<file path="config.mk">
export PLATFORM = sky130hd
export DESIGN_NAME = spmv_row_decoder
export DESIGN_NICKNAME = d
export VERILOG_FILES = /design/src/rtl/spmv_row_decoder.sv
export SDC_FILE = /design/constraint.sdc
export NUM_CORES = 1
export LEC_CHECK = 0
export BUFFER_PORTS_ARGS = -buffer_cell sky130_fd_sc_hd__buf_2
export CORE_ASPECT_RATIO = 1.5
export CORE_UTILIZATION = 50
export DETAILED_ROUTE_END_ITERATION = 10
export HOLD_SLACK_MARGIN = 0.12
export MAX_ROUTING_LAYER = met4
export PLACE_DENSITY = 0.75
export SLEW_MARGIN = 20
export SYNTH_ARGS = -nofsm -noshare
export SYNTH_HDL_FRONTEND = slang
export SYNTH_SLANG_ARGS = --single-unit
</file>
<file path="constraint.sdc">
create_clock -name i_clk -period 4.2 [get_ports i_clk]
set_input_delay 0.84 -clock i_clk [delete_from_list [all_inputs] [get_ports i_clk]]
set_output_delay 0.84 -clock i_clk [all_outputs]
set_load 0.02 [all_outputs]
</file>
<file path="src/rtl/spmv_row_decoder.sv">
// Two-stage CSR row decoder: maps a 1-based nonzero ordinal onto the row that owns it.
// Optional feature macro SPMV_RD_ROWEND_EN adds o_row_last (last nonzero of the row).
module spmv_row_decoder #(
  parameter  int N_ROWS = 16,
  parameter  int PTR_W  = 8,
  localparam int ROW_W  = $clog2(N_ROWS)
) (
  input  logic                        i_clk,
  input  logic                        i_rstn,
  input  logic                        i_ptr_load,
  input  logic [(N_ROWS+1)*PTR_W-1:0] i_row_ptr,
  output logic                        o_ptr_err,
  input  logic                        i_cnt_valid,
  output logic                        o_cnt_ready,
  input  logic [PTR_W-1:0]            i_cnt,
  output logic                        o_row_valid,
  input  logic                        i_row_ready,
  output logic [ROW_W-1:0]            o_row,
  output logic                        o_miss,
`ifdef SPMV_RD_ROWEND_EN
  output logic                        o_row_last,
`endif
  output logic                        o_busy
);

  typedef enum logic [1:0] {
    ST_NOTAB = 2'd0,
    ST_RUN   = 2'd1,
    ST_DRAIN = 2'd2
  } state_e;

  state_e              state_r;
  state_e              state_nxt_s;
  logic                tbl_wr_s;
  logic [PTR_W-1:0]    tbl_r [N_ROWS+1];
  logic                ptr_err_r;

  logic                s1_valid_r;
  logic [N_ROWS-1:0]   s1_match_r;
  logic [N_ROWS-1:0]   match_s;
  logic                s2_load_s;
  logic                s1_adv_s;
  logic                pipe_empty_s;
  logic                cnt_ready_s;
  logic                accept_s;

  logic                row_valid_r;
  logic [ROW_W-1:0]    row_r;
  logic                miss_r;
  logic [ROW_W-1:0]    enc_row_s;
  logic                enc_miss_s;

`ifdef SPMV_RD_ROWEND_EN
  logic [N_ROWS-1:0]   s1_last_r;
  logic [N_ROWS-1:0]   last_s;
  logic                enc_last_s;
  logic                row_last_r;
`endif

  // True when any adjacent pointer pair decreases.
  function automatic logic ptr_nonmono(input logic [(N_ROWS+1)*PTR_W-1:0] p);
    logic bad;
    bad = 1'b0;
    for (int k = 0; k < N_ROWS; k++) begin
      bad = bad | (p[(k+1)*PTR_W +: PTR_W] < p[k*PTR_W +: PTR_W]);
    end
    return bad;
  endfunction

  assign pipe_empty_s = !s1_valid_r && !row_valid_r;
  assign s2_load_s    = !row_valid_r || i_row_ready;
  assign s1_adv_s     = s1_valid_r && s2_load_s;
  assign cnt_ready_s  = (state_r == ST_RUN) && !i_ptr_load && (!s1_valid_r || s1_adv_s);
  assign accept_s     = i_cnt_valid && cnt_ready_s;

  // Next-state and table-write decision.
  always_comb begin
    state_nxt_s = state_r;
    tbl_wr_s    = 1'b0;
    case (state_r)
      ST_NOTAB: begin
        if (i_ptr_load) begin
          tbl_wr_s    = 1'b1;
          state_nxt_s = ST_RUN;
        end else begin
          state_nxt_s = ST_NOTAB;
        end
      end
      ST_RUN: begin
        if (i_ptr_load && pipe_empty_s) begin
          tbl_wr_s    = 1'b1;
          state_nxt_s = ST_RUN;
        end else if (i_ptr_load) begin
          state_nxt_s = ST_DRAIN;
        end else begin
          state_nxt_s = ST_RUN;
        end
      end
      ST_DRAIN: begin
        if (!i_ptr_load) begin
          state_nxt_s = ST_RUN;
        end else if (pipe_empty_s) begin
          tbl_wr_s    = 1'b1;
          state_nxt_s = ST_RUN;
        end else begin
          state_nxt_s = ST_DRAIN;
        end
      end
      default: begin
        state_nxt_s = ST_NOTAB;
      end
    endcase
  end

  // State register.
  always_ff @(posedge i_clk or negedge i_rstn) begin
    if (!i_rstn) begin
      state_r <= ST_NOTAB;
    end else begin
      state_r <= state_nxt_s;
    end
  end

  // Pointer table and its monotonicity flag; the table stays in use even when flagged.
  always_ff @(posedge i_clk or negedge i_rstn) begin
    if (!i_rstn) begin
      for (int k = 0; k <= N_ROWS; k++) begin
        tbl_r[k] <= {PTR_W{1'b0}};
      end
      ptr_err_r <= 1'b0;
    end else if (tbl_wr_s) begin
      for (int k = 0; k <= N_ROWS; k++) begin
        tbl_r[k] <= i_row_ptr[k*PTR_W +: PTR_W];
      end
      ptr_err_r <= ptr_nonmono(i_row_ptr);
    end
  end

  // Per-row interval match; empty rows fail the strict lower bound automatically.
  always_comb begin
    match_s = {N_ROWS{1'b0}};
`ifdef SPMV_RD_ROWEND_EN
    last_s  = {N_ROWS{1'b0}};
`endif
    for (int k = 0; k < N_ROWS; k++) begin
      match_s[k] = (tbl_r[k] < i_cnt) && (i_cnt <= tbl_r[k+1]);
`ifdef SPMV_RD_ROWEND_EN
      last_s[k]  = (i_cnt == tbl_r[k+1]);
`endif
    end
  end

  // Stage 1: match vector register.
  always_ff @(posedge i_clk or negedge i_rstn) begin
    if (!i_rstn) begin
      s1_valid_r <= 1'b0;
      s1_match_r <= {N_ROWS{1'b0}};
`ifdef SPMV_RD_ROWEND_EN
      s1_last_r  <= {N_ROWS{1'b0}};
`endif
    end else if (accept_s) begin
      s1_valid_r <= 1'b1;
      s1_match_r <= match_s;
`ifdef SPMV_RD_ROWEND_EN
      s1_last_r  <= last_s;
`endif
    end else if (s1_adv_s) begin
      s1_valid_r <= 1'b0;
    end
  end

  // Highest-index match wins so a non-monotonic table still yields one row.
  always_comb begin
    enc_row_s  = {ROW_W{1'b0}};
    enc_miss_s = 1'b1;
`ifdef SPMV_RD_ROWEND_EN
    enc_last_s = 1'b0;
`endif
    for (int k = 0; k < N_ROWS; k++) begin
      enc_row_s  = s1_match_r[k] ? ROW_W'(k) : enc_row_s;
      enc_miss_s = s1_match_r[k] ? 1'b0 : enc_miss_s;
`ifdef SPMV_RD_ROWEND_EN
      enc_last_s = s1_match_r[k] ? s1_last_r[k] : enc_last_s;
`endif
    end
  end

  // Stage 2: output registers, frozen while the consumer stalls.
  always_ff @(posedge i_clk or negedge i_rstn) begin
    if (!i_rstn) begin
      row_valid_r <= 1'b0;
      row_r       <= {ROW_W{1'b0}};
      miss_r      <= 1'b0;
`ifdef SPMV_RD_ROWEND_EN
      row_last_r  <= 1'b0;
`endif
    end else if (s2_load_s) begin
      row_valid_r <= s1_valid_r;
      if (s1_valid_r) begin
        row_r      <= enc_row_s;
        miss_r     <= enc_miss_s;
`ifdef SPMV_RD_ROWEND_EN
        row_last_r <= enc_last_s;
`endif
      end
    end
  end

  assign o_ptr_err   = ptr_err_r;
  assign o_cnt_ready = cnt_ready_s;
  assign o_row_valid = row_valid_r;
  assign o_row       = row_r;
  assign o_miss      = miss_r;
  assign o_busy      = s1_valid_r || row_valid_r;
`ifdef SPMV_RD_ROWEND_EN
  assign o_row_last  = row_last_r;
`endif

endmodule
</file>
* Word-level counts from Yosys, hierarchy flattened *
Index checks and enable logic that the tools add are counted.

storage, ports and cells
  input port bits = 149
  bits in registers = 162
  output and inout port bits = 9

cells by class
  order comparisons = 48
  equality and inequality tests = 2
  bitwise gates (word level) = 15
  muxes and demuxes = 44
  reduce and logical (&&, ||, !) cells = 31

operator list
  operator                                       count
  < comparator 8 bit                             32
  less-or-equal comparator 8 bit                 16
  2-to-1 mux 4 bit                               8
  2-to-1 mux 1 bit                               24
  logical AND 1 bit                              22
  bitwise OR 1 bit                               15
  2-to-1 mux 2 bit                               6
  2-to-1 mux 3 bit                               4
  case mux 2 bit (3 select lines)                1
  zero test 1 bit                                3
  logical OR 1 bit                               3
  case mux 1 bit (3 select lines)                1
  == test 2 x 1 -> 1 bit, second input constant  1
  == test 2 bit, second input constant           1
  zero test 2 bit                                1
  AND reduction 2 bit                            1
  nonzero test 2 bit                             1

* Longest topological paths before layout *
  depth after elaboration = 16
  depth in mapped cells = 8

* Worst setup path after synthesis *
OpenSTA, ideal clock, no wires.

  kind = input to register
  start point = in i_row_ptr[118]
  end point = reg ptr_err_r, in the netlist o_ptr_err
  library setup time = 0.139 ns
  arrival = 2.382 ns
  stages = 8
  buffers on the path = 0
  data required time = 4.061 ns
  slack = 1.678 ns
  cell sequence = inv_1 ha_1 nor3_1 or4_4 nor4_2 o21ai_1 a2111oi_2 a32oi_1

between the ends
  cells in the longest elaborated chain, start to end = 4
  elaborated cells between the ends (all ways) = 5
  classes of those cells = 2 x order compare; 3 x bitwise

ends and longest elaborated chain
  item                             RTL line  RTL
  start: declaration               11        input logic [(N_ROWS+1)*PTR_W-1:0] i_row_ptr,
  < comparator 8 bit               65        bad = bad | (p[(k+1)*PTR_W +: PTR_W] < p[k*PTR_W +: PTR_W]);
  bitwise OR 1 bit                 65
  bitwise OR 1 bit * (2 in a row)  65
  end signal: assignment           135       ptr_err_r <= ptr_nonmono(i_row_ptr);
  end: declaration                 36        logic ptr_err_r;

Mark *: on every way between the ends. The rest lies on a longest branch, timed or not.
A chain may end at the register's enable or synchronous reset.

* Final worst setup path *
  start point = in i_row_ptr[47]
  end point = reg ptr_err_r, in the netlist o_ptr_err

between the ends
  cells in the longest elaborated chain, start to end = 13
  elaborated cells between the ends (all ways) = 14
  classes of those cells = 2 x order compare; 12 x bitwise

ends and longest elaborated chain
  item                              RTL line
  < comparator 8 bit                65
  bitwise OR 1 bit                  65
  bitwise OR 1 bit * (11 in a row)  65

Marked as above.

==> reports/summary.txt <==
SETUP PATH
----------------------------------------------------------------------------------------------------
Worst setup EP type                                                                             flop
Class of the most critical setup path                                                      in -> reg
Reg2Reg Setup Slack                                                                          1.81 ns
Data required time of the worst path                                                         4.49 ns
Number of buffer and inverter stages on the critical path                                          2
Cell-by-cell listing of the critical path                                               buf_2 > inv_1 > ha_1 > nor3_1 > or4_4 > nor4_2 > o21ai_1 > a2111oi_2 > a32oi_1
Worst-path cell with the longest stage delay                                            sky130_fd_sc_hd__or4_4
Startpoint type of the worst setup path                                                    input pin
Highest fanout seen on the critical path                                                           3
Peak per-stage delay on the critical path                                                    0.54 ns
Endpoint arrival time on the critical path                                                   2.96 ns
Top Family by Delay on Critical Path                                                    simple AND/OR/NAND/NOR gates

STA
----------------------------------------------------------------------------------------------------
Final hold slack                                                                           0.4517 ns
Final Hold Vio Count                                                                               0
Minimum clock period after layout                                                           2.670 ns
Maximum clock frequency                                                                    374.5 MHz
Final-layout setup total negative slack                                                         0 ns
Setup violations, final                                                                            0
Rel. slew slack                                                                               38.70%
Worst setup skew after layout                                                            0.007489 ns
Final Worst Setup Slack                                                                     1.530 ns
Period utilisation layout                                                                     63.58%
Unrepaired setup endpoints after global routing                                                false
Slew at the pin with the worst max-slew slack                                              0.9185 ns
Final count of pins violating max slew                                                             0

PWR
----------------------------------------------------------------------------------------------------
Worst VDD drop                                                                             0.3457 mV
Final Total Pwr                                                                             7.363 mW
Switching power share of the total                                                            38.78%
LEAKAGE                                                                                     7.145 nW
Logic gate share of total power                                                                40.1%
Clock power frac                                                                               21.6%
Total power density per cell area                                                       549.3 nW/um^2
Sw power                                                                                    2.856 mW
Seq pwr share                                                                                  38.3%
Internal power component                                                                    4.508 mW

PLACE
----------------------------------------------------------------------------------------------------
Placer Congestion                                                                             0.8991
DP HPWL                                                                                     24690 um
Count of input and output buffers                                                                157
Dpl ws                                                                                      1.106 ns

SYNTH
----------------------------------------------------------------------------------------------------
Main area contributors after synthesis                                                  sky130_fd_sc_hd__dfrtp_1 35%, sky130_fd_sc_hd__ha_1 26%, sky130_fd_sc_hd__inv_1 5.1%
Post-synth EDFFs                                                                                   0
Count of unique library cells instantiated by Yosys                                               51
Most area-hungry cell type in the Yosys netlist                                         sky130_fd_sc_hd__dfrtp_1
Combined area of all synthesized cells                                                    11710 um^2
Number of warnings issued by yosys                                                                 0
Post-synth top cells                                                                    247 x sky130_fd_sc_hd__ha_1, 162 x sky130_fd_sc_hd__dfrtp_1, 159 x sky130_fd_sc_hd__inv_1
Nets in the synthesized netlist                                                                 1669
Syn avg cell area                                                                         9.203 um^2
Synth Register Bits                                                                              162
Cell count after synthesis                                                                      1273
Most frequent cell after synthesis                                                      sky130_fd_sc_hd__ha_1
Post-synth ARST share                                                                         100.0%
Share of the synthesized area in the top cell type                                            34.60%
Proportion of synthesized chip area in sequential cells                                       34.60%
Primary FF master, synth                                                                sky130_fd_sc_hd__dfrtp_1

CTS
----------------------------------------------------------------------------------------------------
Number of buffers between clock root and the deepest sink                                          2
Number of clock buffers inserted by TritonCTS                                                     17
Post CTS Setup Buffer Count                                                                        0
Root Driver                                                                             sky130_fd_sc_hd__clkbuf_16
Clock-pin slew reported for the worst setup and hold paths after clock tree synthesis        0.07 ns
Clock H-tree levels                                                                                4
Cells resized by post-CTS repair                                                                   0
Clock tree from TritonCTS                                                                      built
Sink count of the clock tree                                                                     162
Post-cts hold buffer count                                                                         0
Source-to-sink clock delay at the later pin of the worst-skew pair                           0.44 ns

CELLS AND AREA
----------------------------------------------------------------------------------------------------
Synthesis-to-layout area growth                                                               14.43%
Number of nets in the finished design                                                           1821
Share of cells above drive strength 1                                                         13.99%
Final core occ                                                                                58.36%

DRT
----------------------------------------------------------------------------------------------------
Wirelength, routed                                                                          31370 um
Vias                                                                                            9842
Number of detailed-routing iterations run before antenna repair                                    4
Avg WL per Cell                                                                             18.23 um
Antenna Violating Nets Remaining                                                                   0
Via/cell ratio                                                                                 5.719
DRC violation count after routing                                                                  0
Initial drt markers                                                                              509

WORST HOLD PATH
----------------------------------------------------------------------------------------------------
Class of the worst hold path                                                             in -> async

FLOORPLAN
----------------------------------------------------------------------------------------------------
Area of the die                                                                           24060 um^2
Vertical die dimension                                                                      189.5 um
CORE AREA                                                                                 22970 um^2
Initial Util                                                                                  51.00%
Count of standard-cell rows                                                                       68
Number of placed I/O pins                                                                        158
Die outline width                                                                           127.0 um

OUTCOME
----------------------------------------------------------------------------------------------------
Run status                                                                              finished, final reports clean

GRT
----------------------------------------------------------------------------------------------------
Pin count of the biggest net entering global routing                                             190
Global-route wire length before repair                                                      50740 um
Number of antenna violations at the first check in global routing                                  4
GRT Residual Overflow                                                                              0
All-Layer GR Usage                                                                            28.33%
Vias in the first global route                                                                 10299

JOB
----------------------------------------------------------------------------------------------------
Max_cap viols                                                                                      0

[kinds of logic (layout without fill, tap and decap cells)]
| kind of cell | count (synthesis) | in the layout | synth area share (%) |
|---|---|---|---|
| simple gates | 298 | 298 | 12.17 |
| mux | 26 | 26 | 2.478 |
| compound gates | 350 | 350 | 18.07 |
| other cells | 0 | 4 | 0 |
| buf+inv | 189 | 353 | 6.227 |
| fa+ha+maj | 247 | 247 | 26.38 |
| xor+xnor | 1 | 1 | 0.07478 |
| flops | 162 | 162 | 34.60 |
[metal layers]
layer | global-route usage (%) | vias up | wire length, um
met5 | - | - | 0
met4 | 16.76 | 0 | 1666
li1 | - | 4840 | -
met2 | 49.62 | 234 | 16060
met3 | 4.352 | 99 | 1125
met1 | 30.02 | 4669 | 12520
[worst reg2reg max path, cell delays in order (launching register included)]
cell	delay (ns)
sky130_fd_sc_hd__dfrtp_1	0.42
sky130_fd_sc_hd__and3b_1	0.24
sky130_fd_sc_hd__nor4b_4	0.26
sky130_fd_sc_hd__nand2_1	0.55
sky130_fd_sc_hd__a211oi_1	0.41
sky130_fd_sc_hd__o21ai_1	0.15
sky130_fd_sc_hd__o221a_1	0.25
[cell type report]
type	instances	area [um^2]
fill	2065	9567
antenna	4	10.01
tap	280	350.3
sequential	162	4054
clock inverter	13	153.9
inverter	159	596.8
clock buffer	18	439.2
multi-input combinational	922	6939
timing repair buffer	163	862.1
[registers in the layout (all words and copies together) (netlist names)]
name,cells
s1_valid_r,1
s1_match_r,16
o_ptr_err,1
o_row,4
tbl_r,136
o_row_valid,1
o_miss,1
state_r,2
[power groups by stage]
stage / Sequential (mW) / Clock (mW) / Combinational, mW
after CTS: 2.82 / 1.61 / 2.96
after global routing: 2.91 / 1.67 / 3.43
after global placement: 2.82 / 0 / 2.76
after detailed placement: 2.84 / 0 / 2.94
final: 2.82 / 1.59 / 2.95
after floorplan: 2.67 / 0 / 2.20
[layout by cell type (no fill, tap or decap), types with 3 or more instances in the layout]
cell	count
sky130_fd_sc_hd__buf_2	156
sky130_fd_sc_hd__a21o_1	44
sky130_fd_sc_hd__o2111ai_1	7
sky130_fd_sc_hd__nand2_1	146
sky130_fd_sc_hd__nand4_1	31
sky130_fd_sc_hd__a2111oi_0	10
sky130_fd_sc_hd__nand3_1	3
sky130_fd_sc_hd__nor4_1	5
sky130_fd_sc_hd__nor3_1	22
sky130_fd_sc_hd__clkbuf_16	17
sky130_fd_sc_hd__a21oi_1	45
sky130_fd_sc_hd__dfrtp_1	162
sky130_fd_sc_hd__clkinvlp_4	4
sky130_fd_sc_hd__mux2_1	23
sky130_fd_sc_hd__inv_1	159
sky130_fd_sc_hd__nor3b_1	4
sky130_fd_sc_hd__o221a_1	7
sky130_fd_sc_hd__o21a_1	12
sky130_fd_sc_hd__nand2b_1	21
sky130_fd_sc_hd__clkinv_4	3
sky130_fd_sc_hd__inv_6	3
sky130_fd_sc_hd__o22ai_1	4
sky130_fd_sc_hd__o21ai_1	68
sky130_fd_sc_hd__o21ai_0	116
sky130_fd_sc_hd__ha_1	247
sky130_fd_sc_hd__a211oi_1	17
sky130_fd_sc_hd__diode_2	4
sky130_fd_sc_hd__nor2b_1	21
sky130_fd_sc_hd__o31ai_1	3
sky130_fd_sc_hd__or3_1	3
sky130_fd_sc_hd__nor2_1	33
sky130_fd_sc_hd__buf_4	4
[worst paths after layout]
| check | from | end | depth (start not counted) |
|---|---|---|---|
| max reg2reg | o_row_valid | s1_match_r[7] | 6 |
| min | i_rstn | tbl_r[24] | 1 |
| max in group asynchronous | i_rstn | o_ptr_err | 2 |
| min in group i_clk | tbl_r[96] | tbl_r[96] | 2 |
| min reg2reg | tbl_r[96] | tbl_r[96] | 2 |
| max | i_row_ptr[47] | o_ptr_err | 9 |
[stage by stage]
step / cells / area [um^2]
CTS: 1717 / 13400
global placement: 1686 / 12800
global route: 1721 / 13410
finish: 1721 / 13410
floorplan: 1273 / 11720
detailed placement: 1686 / 12800
Power figures use the tool's default switching activity.
